$ cat src/rtl/hazard_scoreboard_pkg.sv
// Shared types and helpers for the hazard scoreboard: counter width, limits and
// the per-register counter step decision.
package hazard_scoreboard_pkg;

  localparam int SB_CNT_W = 2;
  localparam int SB_REG_W = 5;

  typedef logic [SB_CNT_W-1:0] sb_cnt_t;

  localparam sb_cnt_t SB_CNT_MAX = {SB_CNT_W{1'b1}};

  typedef enum logic [1:0] {
    CNT_HOLD = 2'd0,
    CNT_INC  = 2'd1,
    CNT_DEC  = 2'd2
  } cnt_op_e;

  // Simultaneous issue and retire cancel; saturation at either end holds the value.
  function automatic cnt_op_e cnt_op(input logic inc, input logic dec,
                                     input logic at_max, input logic at_zero);
    cnt_op_e op;
    if (inc && !dec && !at_max) begin
      op = CNT_INC;
    end else if (dec && !inc && !at_zero) begin
      op = CNT_DEC;
    end else begin
      op = CNT_HOLD;
    end
    return op;
  endfunction

endpackage

$ cat src/rtl/hazard_scoreboard_sb_counter.sv
// One in-flight write counter for a single architectural register: saturating
// up/down count plus a combinational flag for a retire seen at zero.
module hazard_scoreboard_sb_counter
  import hazard_scoreboard_pkg::*;
#(
  parameter int CNT_W = SB_CNT_W
) (
  input  logic             clk,
  input  logic             rst,
  input  logic             inc,
  input  logic             dec,
  output logic [CNT_W-1:0] cnt,
  output logic             at_max,
  output logic             underflow
);

  localparam logic [CNT_W-1:0] CNT_MAX = {CNT_W{1'b1}};
  localparam logic [CNT_W-1:0] CNT_ONE = CNT_W'(1);

  logic [CNT_W-1:0] cnt_d;
  logic [CNT_W-1:0] cnt_q;
  cnt_op_e          op_s;

  // Next count from the shared step decision.
  always_comb begin
    op_s = cnt_op(inc, dec, cnt_q == CNT_MAX, cnt_q == '0);
    case (op_s)
      CNT_INC: cnt_d = cnt_q + CNT_ONE;
      CNT_DEC: cnt_d = cnt_q - CNT_ONE;
      default: cnt_d = cnt_q;
    endcase
  end

  // Count register.
  always_ff @(posedge clk or negedge rst) begin
    if (!rst) begin
      cnt_q <= '0;
    end else begin
      cnt_q <= cnt_d;
    end
  end

  assign cnt       = cnt_q;
  assign at_max    = (cnt_q == CNT_MAX);
  assign underflow = dec && (cnt_q == '0);

endmodule

$ cat src/rtl/hazard_scoreboard.sv
// Scoreboard of in-flight long-latency writes; stalls decode on unforwardable operands.
// Optional SCOREBOARD_WB_BYPASS_EN lets a last pending write retiring this cycle satisfy decode.
module hazard_scoreboard
  import hazard_scoreboard_pkg::*;
#(
  parameter int NUM_REGS    = 32,
  parameter int CNT_W       = SB_CNT_W,
  parameter int STALL_CNT_W = 32
) (
  input  logic                   clk,
  input  logic                   rst,
  input  logic                   issue_valid,
  input  logic [SB_REG_W-1:0]    issue_rd,
  input  logic                   issue_long,
  input  logic [SB_REG_W-1:0]    rs_1,
  input  logic [SB_REG_W-1:0]    rs_2,
  input  logic                   rs_1_used,
  input  logic                   rs_2_used,
  input  logic                   wb_valid,
  input  logic [SB_REG_W-1:0]    wb_rd,
  output logic                   stall,
  output logic                   issue_fire,
  output logic                   busy,
  output logic                   underflow,
  output logic [STALL_CNT_W-1:0] stall_count
);

  localparam logic [CNT_W-1:0] CNT_ONE = CNT_W'(1);

  logic [CNT_W-1:0]       cnt_s [NUM_REGS];
  logic [NUM_REGS-1:0]    at_max_s;
  logic [NUM_REGS-1:0]    uf_s;
  logic [NUM_REGS-1:0]    nz_s;
  logic                   byp_1_s;
  logic                   byp_2_s;
  logic                   hz_1_s;
  logic                   hz_2_s;
  logic                   ovf_s;
  logic                   stall_s;
  logic                   busy_d;
  logic                   busy_q;
  logic                   underflow_d;
  logic                   underflow_q;
  logic [STALL_CNT_W-1:0] stall_count_d;
  logic [STALL_CNT_W-1:0] stall_count_q;

  // x0 is hardwired and never carries a pending write.
  assign cnt_s[0]    = '0;
  assign at_max_s[0] = 1'b0;
  assign uf_s[0]     = 1'b0;

  for (genvar r = 1; r < NUM_REGS; r++) begin : g_cnt
    hazard_scoreboard_sb_counter #(
      .CNT_W(CNT_W)
    ) u_cnt (
      .clk      (clk),
      .rst      (rst),
      .inc      (issue_fire && issue_long && (issue_rd == SB_REG_W'(r))),
      .dec      (wb_valid && (wb_rd == SB_REG_W'(r))),
      .cnt      (cnt_s[r]),
      .at_max   (at_max_s[r]),
      .underflow(uf_s[r])
    );
  end

  // Operand hazards and WAW overflow from the registered counters.
  always_comb begin
`ifdef SCOREBOARD_WB_BYPASS_EN
    byp_1_s = wb_valid && (wb_rd == rs_1) && (cnt_s[rs_1] == CNT_ONE);
    byp_2_s = wb_valid && (wb_rd == rs_2) && (cnt_s[rs_2] == CNT_ONE);
`else
    byp_1_s = 1'b0;
    byp_2_s = 1'b0;
`endif
    hz_1_s  = rs_1_used && (rs_1 != 5'd0) && (cnt_s[rs_1] != '0) && !byp_1_s;
    hz_2_s  = rs_2_used && (rs_2 != 5'd0) && (cnt_s[rs_2] != '0) && !byp_2_s;
    ovf_s   = issue_valid && issue_long && (issue_rd != 5'd0) && at_max_s[issue_rd];
    stall_s = hz_1_s || hz_2_s || ovf_s;
  end

  assign stall      = stall_s;
  assign issue_fire = issue_valid && !stall_s;

  // Status and performance next-state.
  always_comb begin
    nz_s = '0;
    for (int r = 0; r < NUM_REGS; r++) begin
      nz_s[r] = (cnt_s[r] != '0);
    end
    busy_d      = |nz_s;
    underflow_d = underflow_q || (|uf_s);
    if (stall_s && (stall_count_q != {STALL_CNT_W{1'b1}})) begin
      stall_count_d = stall_count_q + STALL_CNT_W'(1);
    end else begin
      stall_count_d = stall_count_q;
    end
  end

  // Status and performance registers.
  always_ff @(posedge clk or negedge rst) begin
    if (!rst) begin
      busy_q        <= 1'b0;
      underflow_q   <= 1'b0;
      stall_count_q <= '0;
    end else begin
      busy_q        <= busy_d;
      underflow_q   <= underflow_d;
      stall_count_q <= stall_count_d;
    end
  end

  assign busy        = busy_q;
  assign underflow   = underflow_q;
  assign stall_count = stall_count_q;

endmodule

$ cat config.mk
export PLATFORM = sky130hd
export DESIGN_NAME = hazard_scoreboard
export DESIGN_NICKNAME = d
export VERILOG_FILES = /design/src/rtl/hazard_scoreboard_pkg.sv /design/src/rtl/hazard_scoreboard_sb_counter.sv /design/src/rtl/hazard_scoreboard.sv
export SDC_FILE = /design/constraint.sdc
export NUM_CORES = 1
export LEC_CHECK = 0
export BUFFER_PORTS_ARGS = -buffer_cell sky130_fd_sc_hd__buf_2
export CELL_PAD_IN_SITES_DETAIL_PLACEMENT = 0
export CELL_PAD_IN_SITES_GLOBAL_PLACEMENT = 1
export CORE_MARGIN = 2
export CORE_UTILIZATION = 45
export CTS_CLUSTER_SIZE = 16
export DETAILED_ROUTE_END_ITERATION = 10
export PLACE_DENSITY = 0.89
export SLEW_MARGIN = 0
export SYNTH_ARGS = -nofsm -noshare
export SYNTH_HDL_FRONTEND = slang
export SYNTH_SLANG_ARGS = --single-unit
$ cat constraint.sdc
create_clock -name clk -period 3 [get_ports clk]
set_clock_uncertainty 0.1 [all_clocks]
set_input_delay 0.15 -clock clk [delete_from_list [all_inputs] [get_ports clk]]
set_output_delay 0.15 -clock clk [all_outputs]
set_load 0.02 [all_outputs]
==> flow_summary.toml <==
[clock_tree]
clkSinkCount = 96
cts_made_buffers = 9
clk_pin_slew_ns = 0.08
htreeDepth = 3
cts_max_path_buffers = 2
cts_tree = "yes"
cts_root_buf = "clkbuf_16"
clk_latency_ns = 0.37

[grt]
grt_max_degree = 52
grt_overflow = 0
grt_pass1_vias = 7078
antenna_found_initial = 0
grt_first_pass_wirelength_um = 39000
track_usage = 0.285

[hold_path]
worstHoldPathType = "in2reg"
holdPathStages = 3

[placed_design]
dp_hpwl_um = 18400
routabilityCongestion = 1.04
pre_cts_slack_ns = -0.123
dp.cells = 1219
port_buffers = 62

[routing]
routed_wirelength_um = 25200
ant_nets = 0
dr.first_iter.drc_count = 1153
num_vias = 7723
drc = 0
routed_via_density = 6.18
first_pass_iters = 6
post_drt_wl_per_cell_um = 20.1

[cells_and_area]
layout_common_cells = "nand2_1, buf_4, nor2_1, dfrtp_1, nand3_1"
area_growth_pct = 24.7
n_antenna_cell = 0
final_nets = 1057
final_cells = 1250
post_route_cells_drive_above_1_share = 0.264
postLayoutCoreUtil = 0.575
mostFrequentLayoutCell = "nand2_1"
fillers = 1442

[yosys]
synth_edf_count = 0
syn_avg_cell_area_um2 = 8.30
synth.distinct_cells = 72
synthesis.instances = 886
synth-seq-cells = 96
synthArstFlopShare = 1.00
synth_warnings = 0
ys_seq_area_frac = 0.327
syn_nets = 914
syn-cell-area_mm2 = 0.00735
synth-main-ff-cell = "dfrtp_1"

[setup_path]
rr_endpoint = "g_cnt[12].u_cnt.cnt[0]"
slowest_stage = "dfrtp_1"
startpoint = "g_cnt[22].u_cnt.cnt[0]"
crit_chain = "buf_4 -> and3_1 -> a311oi_1 -> o21ai_1 -> o311a_1 -> a211o_2 -> buf_12 -> nor3_4 -> buf_6 -> and2_1 -> buf_2"
reg2reg_slack_ns = -0.03
slowest_delay_ns = 0.42
worstSetupPathDepth = 11
cp_num_buf_inv = 4
cp-endpoint = "issue_fire"
required_ns = 2.75
arrival_ns = 2.80
crit_family = "compound AO/OA/AOI/OAI gates"
crit_fanout = 5
crit_type = "reg2out"
crit_path_start_kind = "flop"
r2r_cells = 12
endpoint_kind = "primary output"
rr_startpoint = "g_cnt[22].u_cnt.cnt[0]"

[sta]
whs_ns = 0.0965
hold_viol = 0
max_slew_margin = 0.475
max_clock_freq_mhz = 328
drv_slew = 0
fin_ws_ns = -0.0495
setup_viol = 8
min_period_ns = 3.05
fin_crit_sh = 1.02
tightest_slew_ns = 0.787

[floorplanning]
die_y_um = 132
num_io_pins = 63
fp-row-count = 46
core_mm2 = 0.0159
fp.dieW_um = 132
initial_utilization = 0.461
die-area_mm2 = 0.0174

[run_status]
failed_checks = "setup timing"
status = "finished, violations left"

[pwr]
max-vdd-ir-drop_v = 0.000304
power_leakage_nw = 3.99
pwr_density_cell_mw_per_mm2 = 457

[run]
drv_cap = 0
power breakdown:
part | total [mW] | leakage (nW) | switching [mW] | internal [mW]
registers | 1.58 | 1.25 | 0.150 | 1.43
logic | 1.38 | 2.58 | 0.791 | 0.588
clock network | 1.23 | 0.150 | 0.629 | 0.597
Yosys cell counts, types with 8 or more instances:
cell type	n	area, um^2
a22oi_1	13	97.6
nor4_4	9	191
nor4_2	14	175
nor2_1	101	379
nand2_1	126	473
dfrtp_1	96	2400
o21ai_0	37	185
a211o_1	9	78.8
nand3_1	84	420
mux2i_1	9	90.1
clkbuf_1	28	105
a21oi_1	19	95.1
nand3b_1	23	173
nor2b_1	11	68.8
nor4_1	19	119
and2_1	12	75.1
xnor2_1	16	140
buf_2	10	50.1
and3_1	32	200
o31ai_1	18	135
o21ai_1	8	40.0
nor3_1	19	95.1
inv_1	11	41.3
mux4_2	11	248
a21o_1	13	97.6
xor2_1	28	245
nand4_1	13	81.3
cell type report:
cell class                      count  area [um^2]  area share
Sequential cell                    96         2400       0.262
Multi-Input combinational cell    729         4790       0.523
Inverter                           12         45.0     0.00492
Timing Repair Buffer              181         1340       0.146
Clock inverter                      7         86.3     0.00942
Tap cell                          216          270      0.0295
Clock buffer                        9          225      0.0246
repair_timing:
item	4_1_cts	5_1_grt
cloned	0	1
pin swaps	4	5
buffers inserted	7	6
resized for setup	7	31
hold buffers	1	0
endpoints found under the hold margin	50	0
setup endpoints to repair	25	25
metrics by stage:
stage               TNS (ns)  power (mW)  instance area [um^2]
floorplan                  0        2.31                  7350
global placement      -0.196        2.85                  8550
detailed placement     -1.42        2.86                  8550
CTS                        0        4.11                  8960
global route        -0.00267        4.36                  9160
finish                -0.176        4.19                  9160
worst min path at each step:
stage | from | to | slack (ns)
6_report | wb_rd[2] | underflow | 0.1
4_1_cts | wb_rd[2] | underflow | 0.1
5_1_grt | wb_rd[2] | underflow | 0.15
2_1_floorplan | rst | busy | -0.25
3_3_place_gp | rst | stall_count[12] | 0.14
3_5_place_dp | rst | stall_count[17] | 0.14
layer usage:
| metal | routed length, um | track usage | up-vias |
|---|---|---|---|
| met5 | 0 | 0 | - |
| li1 | - | - | 3543 |
| met1 | 10700 | 0.407 | 3642 |
| met3 | 2340 | 0.0588 | 110 |
| met4 | 1190 | 0.120 | 0 |
| met2 | 10900 | 0.422 | 428 |
worst min-delay path, cell delays in order:
cell and delay [ns]:
buf_2 0.21, a211o_1 0.13, nand2_1 0.04
flip-flops by register name, indices dropped and copies added, names as in the netlist:
signal / count
stall_count: 32
underflow: 1
g_cnt.u_cnt.cnt: 62
busy: 1
cells by family (layout without fill, tap and decap cells):
logic type / Yosys count / after routing / share of synthesized area
simple gates: 483 / 483 / 0.354
compound gates: 174 / 174 / 0.167
flops: 96 / 96 / 0.327
buf+inv: 61 / 209 / 0.0410
xor+xnor: 44 / 44 / 0.0524
mux: 27 / 27 / 0.0567
fa+ha+maj: 1 / 1 / 0.00170
Note: power is estimated with default switching activity, not from simulation.
